**config.mk**
```make
export PLATFORM = sky130hd
export DESIGN_NAME = opl_timer_bank
export DESIGN_NICKNAME = d
export VERILOG_FILES = /design/src/rtl/opl_timer_bank.sv
export SDC_FILE = /design/constraint.sdc
export NUM_CORES = 1
export LEC_CHECK = 0
export ABC_AREA = 0
export CORE_UTILIZATION = 53
export CTS_CLUSTER_SIZE = 25
export DETAILED_ROUTE_END_ITERATION = 10
export PLACE_DENSITY_LB_ADDON = 0.12
export SETUP_SLACK_MARGIN = 0.1
export SYNTH_ARGS = -nofsm -noshare
export SYNTH_HDL_FRONTEND = slang
export SYNTH_SLANG_ARGS = --single-unit
```
**constraint.sdc**
```tcl
create_clock -name clk -period 2 [get_ports clk]
set_input_delay 0.2 -clock clk [delete_from_list [all_inputs] [get_ports clk]]
set_output_delay 0.2 -clock clk [all_outputs]
set_load 0.02 [all_outputs]
```
**src/rtl/opl_timer_bank.sv**
```systemverilog
// -----------------------------------------------------------------------------
// opl_timer_bank
//
// Bank of OPL-style up-counting interval timers with a status byte and an
// active-low interrupt. Each channel has its own preload, tick prescaler,
// mask, one-shot mode and sticky overflow flag.
//
// Register map (byte writes on reg_wr_*):
//   2*i             PRELOAD[i]  reload value for channel i
//   2*i + 1         CTRL[i]     bit0 start, bit1 mask, bit2 one-shot,
//                               bit3 clear flag[i] (strobe, not stored)
//   2*NUM_TIMERS    GLOBAL      bit7 clears every flag
//   anything else is ignored.
//
// Ports:
//   clk             system clock
//   reset_n         asynchronous active-low reset
//   reg_wr_valid    one-cycle register write strobe
//   reg_wr_addr     register address
//   reg_wr_data     register write data
//   status          bit7 = irq, bits[NUM_TIMERS-1:0] = flags, others 0
//   running         per-channel run state
//   irq_n           registered active-low interrupt (OR of all flags)
//   force_overflow  per-channel flag set request; exists only when the
//                   macro OPL_TIMER_FORCE_OVF_EN is defined
//
// Optional feature macro: OPL_TIMER_FORCE_OVF_EN. When undefined the port is
// absent and the bank behaves as if force_overflow were tied to zero.
// -----------------------------------------------------------------------------
module opl_timer_bank #(
  parameter int NUM_TIMERS       = 2,
  parameter int TIMER_WIDTH      = 8,
  parameter int BASE_TICK_CYCLES = 4000,
  parameter int TICK_RATIO_LOG2  = 2,
  parameter int ADDR_WIDTH       = 5
) (
  input  logic                  clk,
  input  logic                  reset_n,
  input  logic                  reg_wr_valid,
  input  logic [ADDR_WIDTH-1:0] reg_wr_addr,
  input  logic [7:0]            reg_wr_data,
  output logic [7:0]            status,
  output logic [NUM_TIMERS-1:0] running,
  output logic                  irq_n
`ifdef OPL_TIMER_FORCE_OVF_EN
  ,
  input  logic [NUM_TIMERS-1:0] force_overflow
`endif
);

  // The slowest channel sets the prescaler width for every channel.
  localparam int MAX_TICK = BASE_TICK_CYCLES << ((NUM_TIMERS - 1) * TICK_RATIO_LOG2);
  localparam int PRE_W    = (MAX_TICK > 2) ? $clog2(MAX_TICK) : 1;

  typedef enum logic {
    IDLE = 1'b0,
    RUN  = 1'b1
  } chan_state_t;

  logic [NUM_TIMERS-1:0] flag;
  logic [NUM_TIMERS-1:0] force_ovf;
  logic                  global_clr;
  logic                  irq_n_reg;

`ifdef OPL_TIMER_FORCE_OVF_EN
  assign force_ovf = force_overflow;
`else
  assign force_ovf = '0;
`endif

  assign global_clr = reg_wr_valid
                   && (reg_wr_addr == ADDR_WIDTH'(2 * NUM_TIMERS))
                   && reg_wr_data[7];

  genvar gi;
  generate
    for (gi = 0; gi < NUM_TIMERS; gi++) begin : g_chan
      localparam int              TICK_CYCLES = BASE_TICK_CYCLES << (gi * TICK_RATIO_LOG2);
      localparam logic [PRE_W-1:0] PRE_LAST   = PRE_W'(TICK_CYCLES - 1);

      chan_state_t            state_reg, state_next;
      logic [TIMER_WIDTH-1:0] preload_reg, preload_next;
      logic [TIMER_WIDTH-1:0] counter_reg, counter_next;
      logic [PRE_W-1:0]       prescaler_reg, prescaler_next;
      logic                   mask_reg, mask_next;
      logic                   oneshot_reg, oneshot_next;
      logic                   flag_reg, flag_next;

      logic preload_wr;
      logic ctrl_wr;
      logic start_wr;
      logic stop_wr;
      logic tick;
      logic overflow;
      logic flag_set;
      logic flag_clr;

      assign preload_wr = reg_wr_valid && (reg_wr_addr == ADDR_WIDTH'(2 * gi));
      assign ctrl_wr    = reg_wr_valid && (reg_wr_addr == ADDR_WIDTH'(2 * gi + 1));

      // A start only acts from IDLE; re-writing start=1 while running keeps
      // the current count and prescaler phase.
      assign start_wr = ctrl_wr && reg_wr_data[0] && (state_reg == IDLE);
      assign stop_wr  = ctrl_wr && !reg_wr_data[0];

      // The stop edge itself produces no tick, even at the prescaler wrap.
      assign tick     = (state_reg == RUN) && !stop_wr && (prescaler_reg == PRE_LAST);
      assign overflow = tick && (counter_reg == '1);

      // Masking is judged on the mask in force before this edge.
      assign flag_set = (overflow || force_ovf[gi]) && !mask_reg;
      assign flag_clr = (ctrl_wr && reg_wr_data[3]) || global_clr;

      always_comb begin
        state_next     = state_reg;
        preload_next   = preload_reg;
        counter_next   = counter_reg;
        prescaler_next = prescaler_reg;
        mask_next      = mask_reg;
        oneshot_next   = oneshot_reg;
        flag_next      = flag_reg;

        // Counting path.
        if (start_wr) begin
          counter_next   = preload_reg;
          prescaler_next = '0;
        end else if (tick) begin
          prescaler_next = '0;
          // Reload uses the preload held before this edge, so a preload
          // written mid-period only shapes the following period.
          counter_next   = overflow ? preload_reg : counter_reg + TIMER_WIDTH'(1);
        end else if ((state_reg == RUN) && !stop_wr) begin
          prescaler_next = prescaler_reg + PRE_W'(1);
        end

        // Run state: one-shot expiry first, then explicit stop/start writes.
        if (overflow && oneshot_reg) begin
          state_next = IDLE;
        end
        if (stop_wr) begin
          state_next = IDLE;
        end else if (start_wr) begin
          state_next = RUN;
        end

        // Stored control bits.
        if (ctrl_wr) begin
          mask_next    = reg_wr_data[1];
          oneshot_next = reg_wr_data[2];
        end
        if (preload_wr) begin
          preload_next = reg_wr_data[TIMER_WIDTH-1:0];
        end

        // A set in the same cycle as a clear wins so no overflow is lost.
        if (flag_set) begin
          flag_next = 1'b1;
        end else if (flag_clr) begin
          flag_next = 1'b0;
        end
      end

      always_ff @(posedge clk or negedge reset_n) begin
        if (!reset_n) begin
          state_reg     <= IDLE;
          preload_reg   <= '0;
          counter_reg   <= '0;
          prescaler_reg <= '0;
          mask_reg      <= 1'b0;
          oneshot_reg   <= 1'b0;
          flag_reg      <= 1'b0;
        end else begin
          state_reg     <= state_next;
          preload_reg   <= preload_next;
          counter_reg   <= counter_next;
          prescaler_reg <= prescaler_next;
          mask_reg      <= mask_next;
          oneshot_reg   <= oneshot_next;
          flag_reg      <= flag_next;
        end
      end

      assign running[gi] = (state_reg == RUN);
      assign flag[gi]    = flag_reg;
    end
  endgenerate

  // status follows the flags combinationally; irq_n lags by one clock.
  always_comb begin
    status                 = '0;
    status[NUM_TIMERS-1:0] = flag;
    status[7]              = |flag;
  end

  always_ff @(posedge clk or negedge reset_n) begin
    if (!reset_n) begin
      irq_n_reg <= 1'b1;
    end else begin
      irq_n_reg <= ~(|flag);
    end
  end

  assign irq_n = irq_n_reg;

endmodule

```
======== After elaboration in Yosys (flattened, before gate mapping) ========
Index checks and enable logic that the tools add are counted.
cells by class
  $add $sub $neg .......................... 4
  multipliers ............................. 0
  divide/modulo/power cells ............... 0
  $lt $le $gt $ge ......................... 0
  eq/ne operators ......................... 8
  shift-type cells ........................ 0
  mux-type cells .......................... 22
  bitwise operators ....................... 3
  reduce and logical (&&, ||, !) cells .... 41
operators by type and width
  operator                 count
  $mux W14                 6
  $mux W8                  6
  $add A14 B1 Y14 const B  2
  $logic_and A1 B1 Y1      24
  $add A8 B1 Y8 const B    2
  $eq A8 B8 Y1 const B     2
  $eq A14 B12 Y1 const B   1
  $eq A14 B14 Y1 const B   1
  $reduce_bool A3 Y1       4
  $eq A5 B2 Y1 const B     2
  $mux W1                  10
  $reduce_bool A2 Y1       4
  $eq A5 B1 Y1 const B     1
  $eq A5 B3 Y1 const B     1
  $logic_not A1 Y1         5
  $logic_not A5 Y1         1
  $not A1 Y1               3
  $logic_or A1 B1 Y1       2
  $reduce_or A2 Y1         1
storage, ports and cells
  flip-flop bits (word level) ............. 69
  bits in latches ......................... 0
  bits in writable memories ............... 0
  ROM bits ................................ 0
  output and inout port bits .............. 11
  logic and storage cells ................. 93
  memories ................................ 0

======== Longest topological paths before layout ========
Gate-level depths: netlist of run 1.
  depth in word-level cells ............... 11
  gate-level depth with buffers ........... 7

======== Worst setup path after synthesis of run 1 ========
Ideal clock, no wire load.
  kind .................................... register -> register
  start point ............................. register g_chan[0].prescaler_reg[6]
  end point ............................... register g_chan[0].counter_reg[0]
  arrival ................................. 2.066 ns
  data required time ...................... 1.874 ns
  path slack .............................. -0.192 ns
  stages on the path, launching flop included .. 5
  buffers on the path ..................... 0
  cell sequence ........................... dfrtp_1 -> or4_4 -> or4_4 -> a22o_4 -> a221o_1
between the ends
  cells in the longest elaborated chain, start to end .. 6
RTL lines
  what                      RTL line  RTL
  start: declaration        84        logic [PRE_W-1:0] prescaler_reg, prescaler_next;
  start signal: assignment  176       prescaler_reg <= prescaler_next;
  $eq A14 B12 Y1 *          107       assign tick = (state_reg == RUN) && !stop_wr && (prescaler_reg == PRE_LAST);
  $logic_and A1 B1 Y1 *     107
  $logic_and A1 B1 Y1       108       assign overflow = tick && (counter_reg == '1);
  $mux W8                   131       counter_next = overflow ? preload_reg : counter_reg + TIMER_WIDTH'(1);
  $mux W8                   127       end else if (tick) begin
  $mux W8                   124       if (start_wr) begin
  end signal: assignment    175       counter_reg <= counter_next;
  end: declaration          83        logic [TIMER_WIDTH-1:0] counter_reg, counter_next;
Mark *: on every way between the ends. The rest lies on a longest branch, timed or not. The select of a mux whose other input is x is not followed.
A chain may end at the register's enable or synchronous reset.

======== Worst setup path after layout of run 1 ========
  start point ............................. register g_chan[0].prescaler_reg[13]
  end point ............................... register g_chan[0].counter_reg[0]
The elaborated chain is that of the path after synthesis.

==> flow_summary.yaml, run 1 <==
timing:
  setup_viol: 19
  layout_setup_ws_ns: -0.213
  min_period_ns: 2.21
  fmax_ghz: 0.452
  fin_skew_ns: 0.0103
  finalMaxSlewViolations: 0
  fin_crit_sh_pct: 111
  setup_tns_ns: -3.04
  grt_setup_unrepaired: "true"
  hold_viol: 0
  fin_hold_ws_ns: 0.397
cells_and_area:
  largest_register_ffs: 28
  area_delta_synth_final_pct: 33.9
  n_fill_cell: 497
  fin_cells: 565
  layout-drive-gt1-share_pct: 34.5
  fin_util_pct: 73.7
  diodes: 0
  nets: 485
global_route:
  antenna_found_initial: 0
  grt_max_degree: 70
  overflow: 0
  grt_usage_pct: 26.9
  first_global_vias: 3204
  grt_pass1_wl_um: 15400
cts:
  clk_latency_ns: 0.35
  cts_tree: "built"
  clk_path_buf_depth: 2
  htree_levels: 3
  cts-root-buf: "clkbuf_8"
  cts_buffers: 9
  clk_pin_slew_ns: 0.08
  cts.sinks: 69
setup_path:
  cp_max_fo: 6
  path_class: "flop to flop"
  cp.required_ns: 2.24
  crit_top_cell: "or4_4"
  cpPeakStageDelay_ns: 0.58
  slowest_stage: "or4_4"
  crit_path_start_kind: "flop"
  critPathArrivalTime_ns: 2.45
  crit_path_end_kind: "flop"
  cp_cell_sequence: "or4_4 -> or4_4 -> a22o_4 -> a221o_1"
pwr:
  total_power_w: 0.00405
  power.leakage_nw: 2.20
  p_per_area_mw_per_mm2: 810
  peakVddDrop_mv: 0.517
synth:
  yosysTopAreaCell: "dfrtp_1"
  yosysUniqueCellTypes: 64
  synthTopCellsByCount: "dfrtp_1, nor2_1, nand2_1"
  yosys.area.top_type_share_pct: 45.5
  yosysMostFrequentCell: "dfrtp_1"
  syn_inst: 365
  synth_area_leaders: "dfrtp_1, mux2_2, nor2_1"
  synth_area_per_cell_um2: 10.2
  yosysWarnings: 0
  yosys_register_bits: 69
  seq_area_frac_synth_pct: 46.2
  synth_area_mm2: 0.00374
  synth_edf_count: 0
  synth-async-reset-ratio_pct: 100
  ys.flop_type: "dfrtp_1"
placement:
  dpl.cell_count: 532
  portBuffers: 21
  gp_congestion: 0.841
  dp.final_hpwl_um: 6380
job:
  max_cap_violations: 0
run_status:
  status: "finished with violations"
  violations: "setup timing"
routing:
  via_count: 3250
  drtIter0Drc: 185
  drc: 0
  wl_per_cell_um: 16.6
  wl_um: 9410
  via_per_inst: 5.75
  ant_nets: 0
  first_pass_iters: 5
floorplan:
  core_mm2: 0.00679
  fp.dieArea_mm2: 0.00739
  ioPinCount: 27
  rows: 30
  chipHeight_um: 86.0
  die_x_um: 86.0
  initial_core_util_pct: 55.0
min_path:
  min-delay-path-class: "primary input to async pin"
-- worst paths after layout --
| path | from | end | slack (ns) | cells after the start |
|---|---|---|---|---|
| max | g_chan[0].prescaler_reg[13] | g_chan[0].counter_reg[0] | -0.21 | 4 |
| min | reset_n | g_chan[0].prescaler_reg[5] | 0.40 | 3 |
| max reg2reg | g_chan[0].prescaler_reg[13] | g_chan[0].counter_reg[0] | -0.21 | 4 |
| min reg2reg | g_chan[0].mask_reg | g_chan[0].flag_reg | 0.46 | 1 |
| max in group asynchronous | reset_n | g_chan[1].prescaler_reg[2] | 1.30 | 3 |
| min in group clk | g_chan[0].mask_reg | g_chan[0].flag_reg | 0.46 | 1 |
-- worst max-delay path: cells and delay by family, from the launching register on --
family / cells / cell delay, ns
simple gates: 2 / 1.13
flops: 1 / 0.39
compound gates: 2 / 0.59
-- metrics by stage --
step	setup slack [ns]	cell area, um2
after global routing	-0.250	5000
final	-0.213	5000
after global placement	-0.340	4470
after CTS	-0.208	4760
after detailed placement	-0.395	4470
after floorplan	-0.191	3780
-- repair_timing --
item,CTS,global route
pin swaps,7,15
hold endpoints to repair,68,0
resized for setup,14,42
setup endpoints to repair,27,43
buffers inserted,5,11
hold buffers,1,0
gates cloned,0,1
-- cells by family after synthesis --
family                   count (synthesis)  share of synthesized area, %
AO/OA/AOI/OAI                           66                          13.5
XOR/XNOR                                22                          5.16
adder cells (fa/ha/maj)                  4                          1.34
buffers and inverters                   24                          3.48
flip-flops                              69                          46.2
multiplexers                            25                          7.40
other                                    1                         0.100
AND/OR/NAND/NOR                        154                          22.8
-- area by class of cell --
type | instances | area (um2) | share of cell area [%]
clock buffer | 9 | 124 | 2.48
clock inverter | 6 | 63.8 | 1.28
inverter | 10 | 37.5 | 0.750
multi-input combinational | 276 | 2090 | 41.7
sequential | 69 | 1730 | 34.6
tap | 96 | 120 | 2.40
timing repair buffer | 99 | 843 | 16.9
-- cells in the final DEF, fill, tap and decap left out, types with 3 or more instances in the layout --
master	count
nor3_1	6
nor4_1	5
buf_4	69
o21ai_2	6
o21ai_1	6
a22oi_1	3
nand3_1	14
nor2_4	5
inv_1	10
and3_1	8
nand2_1	28
conb_1	5
buf_6	5
xnor2_1	11
mux2i_1	4
dlygate4sd2_1	3
nand4_1	19
clkbuf_8	9
a21oi_1	6
dfrtp_1	67
nor2_1	34
mux2_2	21
nor4_4	3
clkdlybuf4s50_1	16
or4_4	3
ha_1	3
xor2_1	11
a22o_1	5
a31oi_1	4
and4_1	3
-- report_power, final --
group          internal [W]  switching (W)  total, W
Combinational      0.000531       0.000516   0.00105
Sequential          0.00164       0.000254   0.00189
Clock              0.000568       0.000547   0.00112
Total               0.00274        0.00132   0.00405
-- metal layers --
metal / up-vias / part of all wire (%) / GRT usage [%]
met5: - / 0 / 0
met4: 0 / 1.4 / 9.85
met3: 19 / 4.2 / 5.68
met2: 94 / 49 / 42.1
met1: 1591 / 46 / 36.9
li1: 1546 / - / -
Power figures use the tool's default switching activity.
==> inputs of run 2 (changes only) <==
--- a/config.mk
+++ b/config.mk
@@ -7,6 +7,7 @@
 export LEC_CHECK = 0
 export ABC_AREA = 0
 export CORE_UTILIZATION = 53
+export CTS_CLUSTER_DIAMETER = 60
 export CTS_CLUSTER_SIZE = 25
 export DETAILED_ROUTE_END_ITERATION = 10
 export PLACE_DENSITY_LB_ADDON = 0.12
==> results of run 2 <==
No change in the layout: final DEF, timing and power equal those of run 1.
